<file path="src/rtl/addr_counter_pkg.sv">
// Shared constants and helpers for the sample-memory read-address generator.
// The decimation limit helper folds the "0 means 1" rule into a single place.
package addr_counter_pkg;

   localparam int unsigned DCNT_W = 32;

   // Terminal count for the decimation counter: D-1, where D = max(decimate, 1).
   function automatic logic [DCNT_W-1:0] div_limit(input logic [DCNT_W-1:0] decimate);
      logic [DCNT_W-1:0] lim;
      if (decimate == 32'd0) begin
         lim = 32'd0;
      end else begin
         lim = decimate - 32'd1;
      end
      return lim;
   endfunction

endpackage

</file>
<file path="src/rtl/addr_counter_decim_strobe.sv">
// Decimation counter: raises a one-cycle tick on every D-th enabled cycle.
// The >= compare lets a shrinking divisor fire immediately instead of wrapping 2^32.
module decim_strobe
   import addr_counter_pkg::*;
(
   input  logic              clk,
   input  logic              rst,
   input  logic              en,
   input  logic [DCNT_W-1:0] decimate,
   output logic              tick
);

   logic [DCNT_W-1:0] dcnt_q;
   logic [DCNT_W-1:0] dcnt_d;
   logic [DCNT_W-1:0] limit_s;

   // Next-count and tick decode; en low freezes the count.
   always_comb begin
      dcnt_d  = dcnt_q;
      tick    = 1'b0;
      limit_s = div_limit(decimate);
      if (en) begin
         if (dcnt_q >= limit_s) begin
            tick   = 1'b1;
            dcnt_d = 32'd0;
         end else begin
            dcnt_d = dcnt_q + 32'd1;
         end
      end else begin
         dcnt_d = dcnt_q;
      end
   end

   // Counter register with synchronous reset.
   always_ff @(posedge clk) begin
      if (rst) begin
         dcnt_q <= 32'd0;
      end else begin
         dcnt_q <= dcnt_d;
      end
   end

endmodule

</file>
<file path="src/rtl/addr_counter.sv">
// Free-running read-address generator: emits one address per decimation tick,
// strobes addr_valid with it and pulses finish on the last address of each pass.
module addr_counter
   import addr_counter_pkg::*;
#(
   parameter int unsigned ADDR_SIZE = 8
) (
   input  logic                 clk,
   input  logic                 rst,
   input  logic                 en,
   input  logic [DCNT_W-1:0]    decimate,
   output logic [ADDR_SIZE-1:0] addr,
   output logic                 addr_valid,
   output logic                 finish
);

   localparam logic [ADDR_SIZE-1:0] ADDR_MAX = {ADDR_SIZE{1'b1}};

   logic                 tick_s;
   logic [ADDR_SIZE-1:0] ptr_q;
   logic [ADDR_SIZE-1:0] ptr_d;
   logic [ADDR_SIZE-1:0] addr_q;
   logic [ADDR_SIZE-1:0] addr_d;
   logic                 addr_valid_q;
   logic                 addr_valid_d;
   logic                 finish_q;
   logic                 finish_d;

   decim_strobe u_decim_strobe (
      .clk      (clk),
      .rst      (rst),
      .en       (en),
      .decimate (decimate),
      .tick     (tick_s)
   );

   // On a tick, publish the pending pointer and advance it (wraps naturally).
   always_comb begin
      ptr_d        = ptr_q;
      addr_d       = addr_q;
      addr_valid_d = 1'b0;
      finish_d     = 1'b0;
      if (tick_s) begin
         addr_d       = ptr_q;
         addr_valid_d = 1'b1;
         finish_d     = (ptr_q == ADDR_MAX);
         ptr_d        = ptr_q + ADDR_SIZE'(1'b1);
      end else begin
         ptr_d  = ptr_q;
         addr_d = addr_q;
      end
   end

   // Pointer and output registers; reset wins over everything.
   always_ff @(posedge clk) begin
      if (rst) begin
         ptr_q        <= {ADDR_SIZE{1'b0}};
         addr_q       <= {ADDR_SIZE{1'b0}};
         addr_valid_q <= 1'b0;
         finish_q     <= 1'b0;
      end else begin
         ptr_q        <= ptr_d;
         addr_q       <= addr_d;
         addr_valid_q <= addr_valid_d;
         finish_q     <= finish_d;
      end
   end

   assign addr       = addr_q;
   assign addr_valid = addr_valid_q;
   assign finish     = finish_q;

endmodule

</file>
<file path="config.mk">
export PLATFORM = sky130hd
export DESIGN_NAME = addr_counter
export DESIGN_NICKNAME = d
export VERILOG_FILES = /design/src/rtl/addr_counter_pkg.sv /design/src/rtl/addr_counter_decim_strobe.sv /design/src/rtl/addr_counter.sv
export SDC_FILE = /design/constraint.sdc
export NUM_CORES = 1
export LEC_CHECK = 0
export CAP_MARGIN = 10
export CORE_MARGIN = 2
export CORE_UTILIZATION = 60
export DETAILED_ROUTE_END_ITERATION = 8
export MAX_ROUTING_LAYER = met4
export PLACE_DENSITY = 0.87
export SYNTH_ARGS = -nofsm -noshare
export SYNTH_HDL_FRONTEND = slang
export SYNTH_SLANG_ARGS = --single-unit
</file>
<file path="constraint.sdc">
create_clock -name clk -period 12.18 [get_ports clk]
set_clock_uncertainty 0.2 [all_clocks]
set_input_delay 2.436 -clock clk [delete_from_list [all_inputs] [get_ports clk]]
set_output_delay 2.436 -clock clk [all_outputs]
set_load 0.02 [all_outputs]
</file>
[Word-level counts from Yosys, hierarchy flattened]
Index checks and enable logic that the tools add are counted.
Operators by class
  divide/modulo/power cells: 0
  magnitude comparators: 1
  add/subtract/negate cells: 3
  equality and inequality tests: 1
  shift operators: 0
  mux-type cells: 5
  multipliers: 0
  bitwise operators: 1
  reduce and logical (&&, ||, !) cells: 2
Operators with widths (number)
  2-to-1 mux 32 bit: 2
  adder 32 x 1 -> 32 bit, second input constant: 1
  greater-or-equal comparator 32 bit: 1
  logical NOT 32 bit: 1
  subtractor 32 x 1 -> 32 bit, second input constant: 1
  adder 8 x 1 -> 8 bit, second input constant: 1
  equality test 8 bit, second input constant: 1
  2-to-1 mux 1 bit: 3
  OR reduction 2 bit: 1
  inverter 1 bit: 1
Storage, ports and cells
  ROM bits: 0
  word-level logic and storage cells: 18
  bits in writable memories: 0
  input bits: 35
  bits in latches: 0
  bits in registers: 50
  output and inout bits: 10
  memories kept: 0

[Longest topological paths before layout]
  depth in word-level cells: 7
  mapped depth: 17
  mapped depth without buffers: 14

[Cells and area by module]
From an unflattened synthesis, not the netlist that was laid out.
Second synthesis, totals
  cell total of the unflattened synthesis: 450
  area total of the unflattened synthesis: 3544.6 µm²
By module, submodules not included
  decim_strobe: instances 1, cells each 382, area an instance 2871.5 µm², seq. area each 640.6 µm²
  addr_counter: instances 1, cells each 68, area an instance 673.1 µm², seq. area each 360.3 µm²

[Least setup slack after synthesis]
Ideal clock, no wire load.
  path kind: input -> register
  start point: in decimate[17]
  end point: reg ptr_q[5]
  buffers on the path: 1
  cell stages on the path: 13
  setup slack: 5.850 ns
  arrival: 6.006 ns
  data required time: 11.857 ns
  cells stage by stage: or4_1 -> nor4_1 -> nand3b_1 -> nand4b_1 -> clkbuf_1 -> nand2_1 -> ha_1 -> nand4_1 -> or4_1 -> o32a_1 -> a21o_1 -> a211oi_1 -> mux2_1
On the way
  longest elaborated chain between the ends: 5
  elaborated cells between the ends (all ways): 6
  those cells by class: add/sub: 1; order compare: 1; mux: 3; reduce/logical: 1
Ends and longest elaborated chain
  start, declared: line addr_counter.sv:11  | input logic [DCNT_W-1:0] decimate,
  subtractor 32 x 1 -> 32 bit or logical NOT 32 bit (tied branches): line addr_counter_pkg.sv:13, addr_counter_pkg.sv:10
  2-to-1 mux 32 bit (*): line addr_counter_pkg.sv:10  | if (decimate == 32'd0) begin
  greater-or-equal comparator 32 bit (*): line addr_counter_decim_strobe.sv:23  | if (dcnt_q >= limit_s) begin
  2-to-1 mux 1 bit (*): line addr_counter_decim_strobe.sv:23
  2-to-1 mux 1 bit (*): line addr_counter_decim_strobe.sv:22  | if (en) begin
  end signal, assigned: line addr_counter.sv:57  | ptr_q <= {ADDR_SIZE{1'b0}};
  end signal, assigned: line addr_counter.sv:62  | ptr_q <= ptr_d;
  end, declared: line addr_counter.sv:20  | logic [ADDR_SIZE-1:0] ptr_q;
Mark *: on every way between the ends. The rest lies on a longest branch, timed or not.
A chain may end at the register's enable or synchronous reset.

[Worst setup path in the final report]
  start point: in decimate[17]
  end point: reg u_decim_strobe.dcnt_q[24]
On the way
  longest elaborated chain between the ends: 4
  elaborated cells between the ends (all ways): 5
  those cells by class: add/sub: 1; order compare: 1; mux: 2; reduce/logical: 1
Ends and longest elaborated chain
  subtractor 32 x 1 -> 32 bit or logical NOT 32 bit (tied branches): line addr_counter_pkg.sv:13, addr_counter_pkg.sv:10
  2-to-1 mux 32 bit (*): line addr_counter_pkg.sv:10
  greater-or-equal comparator 32 bit (*): line addr_counter_decim_strobe.sv:23
  2-to-1 mux 32 bit (*): line addr_counter_decim_strobe.sv:23
  end signal, assigned: line addr_counter_decim_strobe.sv:39  | dcnt_q <= dcnt_d;
  end, declared: line addr_counter_decim_strobe.sv:13  | logic [DCNT_W-1:0] dcnt_q;
Marked as above.

==> flow_results.org <==
** STA
- Setup repair after global routing left no endpoint under its margin.
- Number of pins exceeding their max-slew limit in the final report :: 0
- Hold WS :: 0.273 ns
- Dividing the final minimum period by the clock period gives 0.659.
- Peak clock frequency supported by timing :: 124 MHz
- In this run the tightest slew margin relative to its limit is 0.252.
- The final count of hold timing violations is 0.
- Count of endpoints failing setup in the final report :: 0
- Minimum clock period after layout :: 8.03 ns
- In the post-route analysis, the smallest setup slack over all paths is 4.15 ns.
- Tightest Pin Transition :: 1.12 ns
- Total negative slack for setup checks :: 0 ns

** Synth
- The number of nets handed over by synthesis was 527.
- Synthesized area per cell :: 7.75 sq um
- After technology mapping, the gate count stands at 456.
- Of the post-synthesis cell area, the dominant cell type holds 0.283.
- Yosys warning count :: 0
- Synth area leaders :: sky130_fd_sc_hd__dfxtp_1 28%, sky130_fd_sc_hd__ha_1 13%, sky130_fd_sc_hd__xor2_1 9.7%, sky130_fd_sc_hd__nand2_1 7.0%, sky130_fd_sc_hd__nor2_1 6.4%
- Library cells used by synthesis :: 44
- Part of the Yosys area used for sequential elements :: 0.283
- By count the netlist is led by 66 x sky130_fd_sc_hd__nand2_1, 60 x sky130_fd_sc_hd__nor2_1, 50 x sky130_fd_sc_hd__dfxtp_1.
- Library cell occupying the most area in the post-synthesis netlist :: sky130_fd_sc_hd__dfxtp_1
- Most used standard cell by instance count after synthesis :: sky130_fd_sc_hd__nand2_1
- Synthesis inferred 50 register bits.
- Number of flops mapped to enable cells by yosys :: 0
- Share of synthesized flip-flops with an asynchronous set or reset :: 0
- Post-Syn Area :: 3530 sq um
- For this run, the leading register cell type out of synthesis is sky130_fd_sc_hd__dfxtp_1.

** Layout
- With fillers left out, the area of the finished cells amounts to 4100 sq um.
- The repair_antennas step left the layout with diodes totalling 0.
- Fraction of final layout cells sized beyond drive strength 1 :: 0.0343
- Util after Layout :: 0.732
- Number of nets in the finished design :: 566
- Relative to the synthesized area, the layout overhead comes to 16.1%.

** Flow run
- Across the run, the number of max-cap violations was 0.

** Worst hold path
- Hold Path Depth :: 2
- Hold path endpoint :: addr[5]$_SDFFE_PP0P_
- The min-delay analysis places its worst path in the category flop to flop.
- The startpoint identified for the worst hold timing path is addr[5]$_SDFFE_PP0P_.

** Floorplan
- The die is 80.8 microns tall.
- Io pins :: 45
- The core region is 5610 sq um.
- Die W :: 80.8 microns
- The floorplan has 27 rows.
- Total die area :: 6520 sq um
- Initial standard-cell utilization of the core :: 0.630

** Clock tree
- Once the clock tree was built, the setup fixing pass inserted 0 buffers.
- Hold buffer count at cts :: 0
- The H-tree was split into 2 levels.
- In this run, post-CTS repair resized a total of 0 instances.
- CTS Root Cell :: sky130_fd_sc_hd__clkbuf_8
- TritonCTS built the clock tree.
- Number of CTS-inserted buffers :: 5
- CTS saw 50 sinks.
- The clock reaches the later pin of the worst-skew pair after 0.31 ns.
- Clock transition at the register clock pins on the worst setup and hold paths after CTS :: 0.10 ns
- Max Buffers Root-to-Sink :: 2

** Setup path
- STA classifies the critical path startpoint as an input pin.
- End of the worst register-to-register path :: u_decim_strobe.dcnt_q[24]$_SDFFE_PP0P_
- The critical path goes through clkdlybuf4s50_1 -> or4_1 -> nor4_1 -> nand3b_1 -> nand4b_1 -> buf_4 -> nand2_1 -> ha_1 -> a21oi_1 -> o21ai_0 -> a221oi_1 -> a21o_1 -> nand3_1 -> nor2_1.
- On the worst path, the slowest cell contributes a delay of 0.91 ns.
- R2R Path Start :: u_decim_strobe.dcnt_q[0]$_SDFFE_PP0P_
- Data arrival time of the critical path :: 8.05 ns
- Register-to-Register Path Depth :: 8
- The setup path with the least slack is of type input pin to flop.
- Critical path buffers and inverters :: 2
- The worst setup path is captured at a flop.
- Req. time, crit path :: 12.19 ns
- Setup slack on the worst flop-to-flop path :: 8.50 ns
- Top Family by Delay on Critical Path :: simple AND/OR/NAND/NOR gates
- Largest fanout of any net on the critical path :: 29
- Among all stages on the critical path, the largest delay is contributed by sky130_fd_sc_hd__nand3_1.

** Power
- P_sw :: 79.1 uW
- The share of total power dissipated in combinational logic is 0.129.
- Cell internal pwr :: 226 uW
- Maximum ir drop on the vdd rail :: 0.0000582 V
- The share of total power dissipated in sequential elements is 0.539.
- Sw frac :: 0.259
- Dividing total power by cell area gives a power density of 74.4 nW/um^2.
- The analysis attributes to cell leakage a power of 0.00165 uW.
- The share of total power dissipated in the clock network is 0.332.

** Route
- Number of DRC violations after detailed-routing iteration 0 :: 187
- Dividing the detail-routed via count by the number of cells gives 5.98.
- Count of vias placed by the detailed router :: 3394
- The final layout contains routed wiring with a total length of 8460 microns.
- DRT Pass-1 Iters :: 5
- The detail route stage leaves a number of antenna-violating nets equal to 0.
- Remaining routing DRC violations :: 0
- In the final routed layout, each cell accounts on average for 14.9 microns.

** Global route
- Entering global routing, the biggest net connects 30 pins.
- Initial antenna violation count :: 0
- Via count of the first global-routing pass :: 3198
- Total global routing overflow :: 0
- For this run, the total global-route usage over all layers was measured as 0.278.
- The first global-routing pass estimated 13900 microns of wire.

** Run status
- Status :: complete, no violations

** Placement
- The congestion estimate from routability-driven global placement came to 0.887.
- At the placement stage, the worst setup path has a slack of 3.91 ns.
- Placed wire-length estimate after detailed placement :: 6420 microns
- During placement, the flow inserted port buffers numbering 44.
- Area after detailed placement :: 4010 sq um
## area by class of cell
type | count | area, sq um
tap | 72 | 90.1
clock inverter | 3 | 26.3
clock buffer | 5 | 68.8
inverter | 9 | 33.8
timing repair buffer | 45 | 448
sequential | 50 | 1000
fill | 445 | 1510
multi-input combinational | 384 | 2430
## worst max path at each step
stage	from	cells after the start	to
after detailed placement	decimate[17]	14	u_decim_strobe.dcnt_q[24]$_SDFFE_PP0P_
after global routing	decimate[15]	14	u_decim_strobe.dcnt_q[5]$_SDFFE_PP0P_
after CTS	decimate[15]	14	u_decim_strobe.dcnt_q[24]$_SDFFE_PP0P_
after floorplan	decimate[17]	13	ptr_q[5]$_SDFFE_PP0P_
after global placement	decimate[17]	13	u_decim_strobe.dcnt_q[18]$_SDFFE_PP0P_
final	decimate[17]	14	u_decim_strobe.dcnt_q[24]$_SDFFE_PP0P_
## per-stage QoR
step | total power (uW) | cells
2_1_floorplan | 188 | 456
3_3_place_gp | 206 | 560
3_5_place_dp | 207 | 560
4_1_cts | 307 | 568
5_1_grt | 319 | 568
6_report | 305 | 568
## per-layer routing
| metal | track usage | vias up | share of wire |
|---|---|---|---|
| met5 | - | - | 0 |
| met4 | 0.0814 | 0 | 0.018 |
| met3 | 0.0400 | 15 | 0.064 |
| met2 | 0.478 | 117 | 0.48 |
| met1 | 0.341 | 1578 | 0.43 |
| li1 | - | 1684 | - |
## cell usage in the layout (no fill, tap or decap), drive strengths merged, types with 5 or more instances in the layout
cell and n:
a21oi 27, and3 5, and4 5, clkbuf 5, clkdlybuf4s50 44, dfxtp 50, ha 36, inv 11
mux2 5, nand2 66, nand3 25, nand4 14, nor2 60, nor2b 6, nor3 17, nor4 10
o21ai 16, xnor2 16, xor2 39
## tightest hold or removal path: stages, from the launching register on
cell and delay (ns):
sky130_fd_sc_hd__dfxtp_1 0.32, sky130_fd_sc_hd__nand3_1 0.06, sky130_fd_sc_hd__a21oi_1 0.05
## cells by family (layout without fill, tap and decap cells)
family          after synthesis  in the layout  synth area share
compound gates               58             58            0.0970
simple gates                229            229             0.309
buf+inv                      22             62            0.0280
xor+xnor                     55             55             0.136
fa+ha+maj                    36             36             0.127
mux                           6              6            0.0188
flops                        50             50             0.283
## registers in the layout, summed over array words and instances, names as in the netlist
| signal | flops |
|---|---|
| u_decim_strobe.dcnt_q | 32 |
| addr | 8 |
| ptr_q | 8 |
| addr_valid | 1 |
| finish | 1 |
## power groups by stage
stage                     sequential, uW  clock (uW)  combinational [uW]
after floorplan                      168           0                19.7
after global placement               168           0                37.5
after detailed placement             168           0                38.9
after CTS                            164         103                39.5
after global routing                 165         110                44.2
final                                164         101                39.5
No activity file was read; power rests on OpenSTA's default activity.
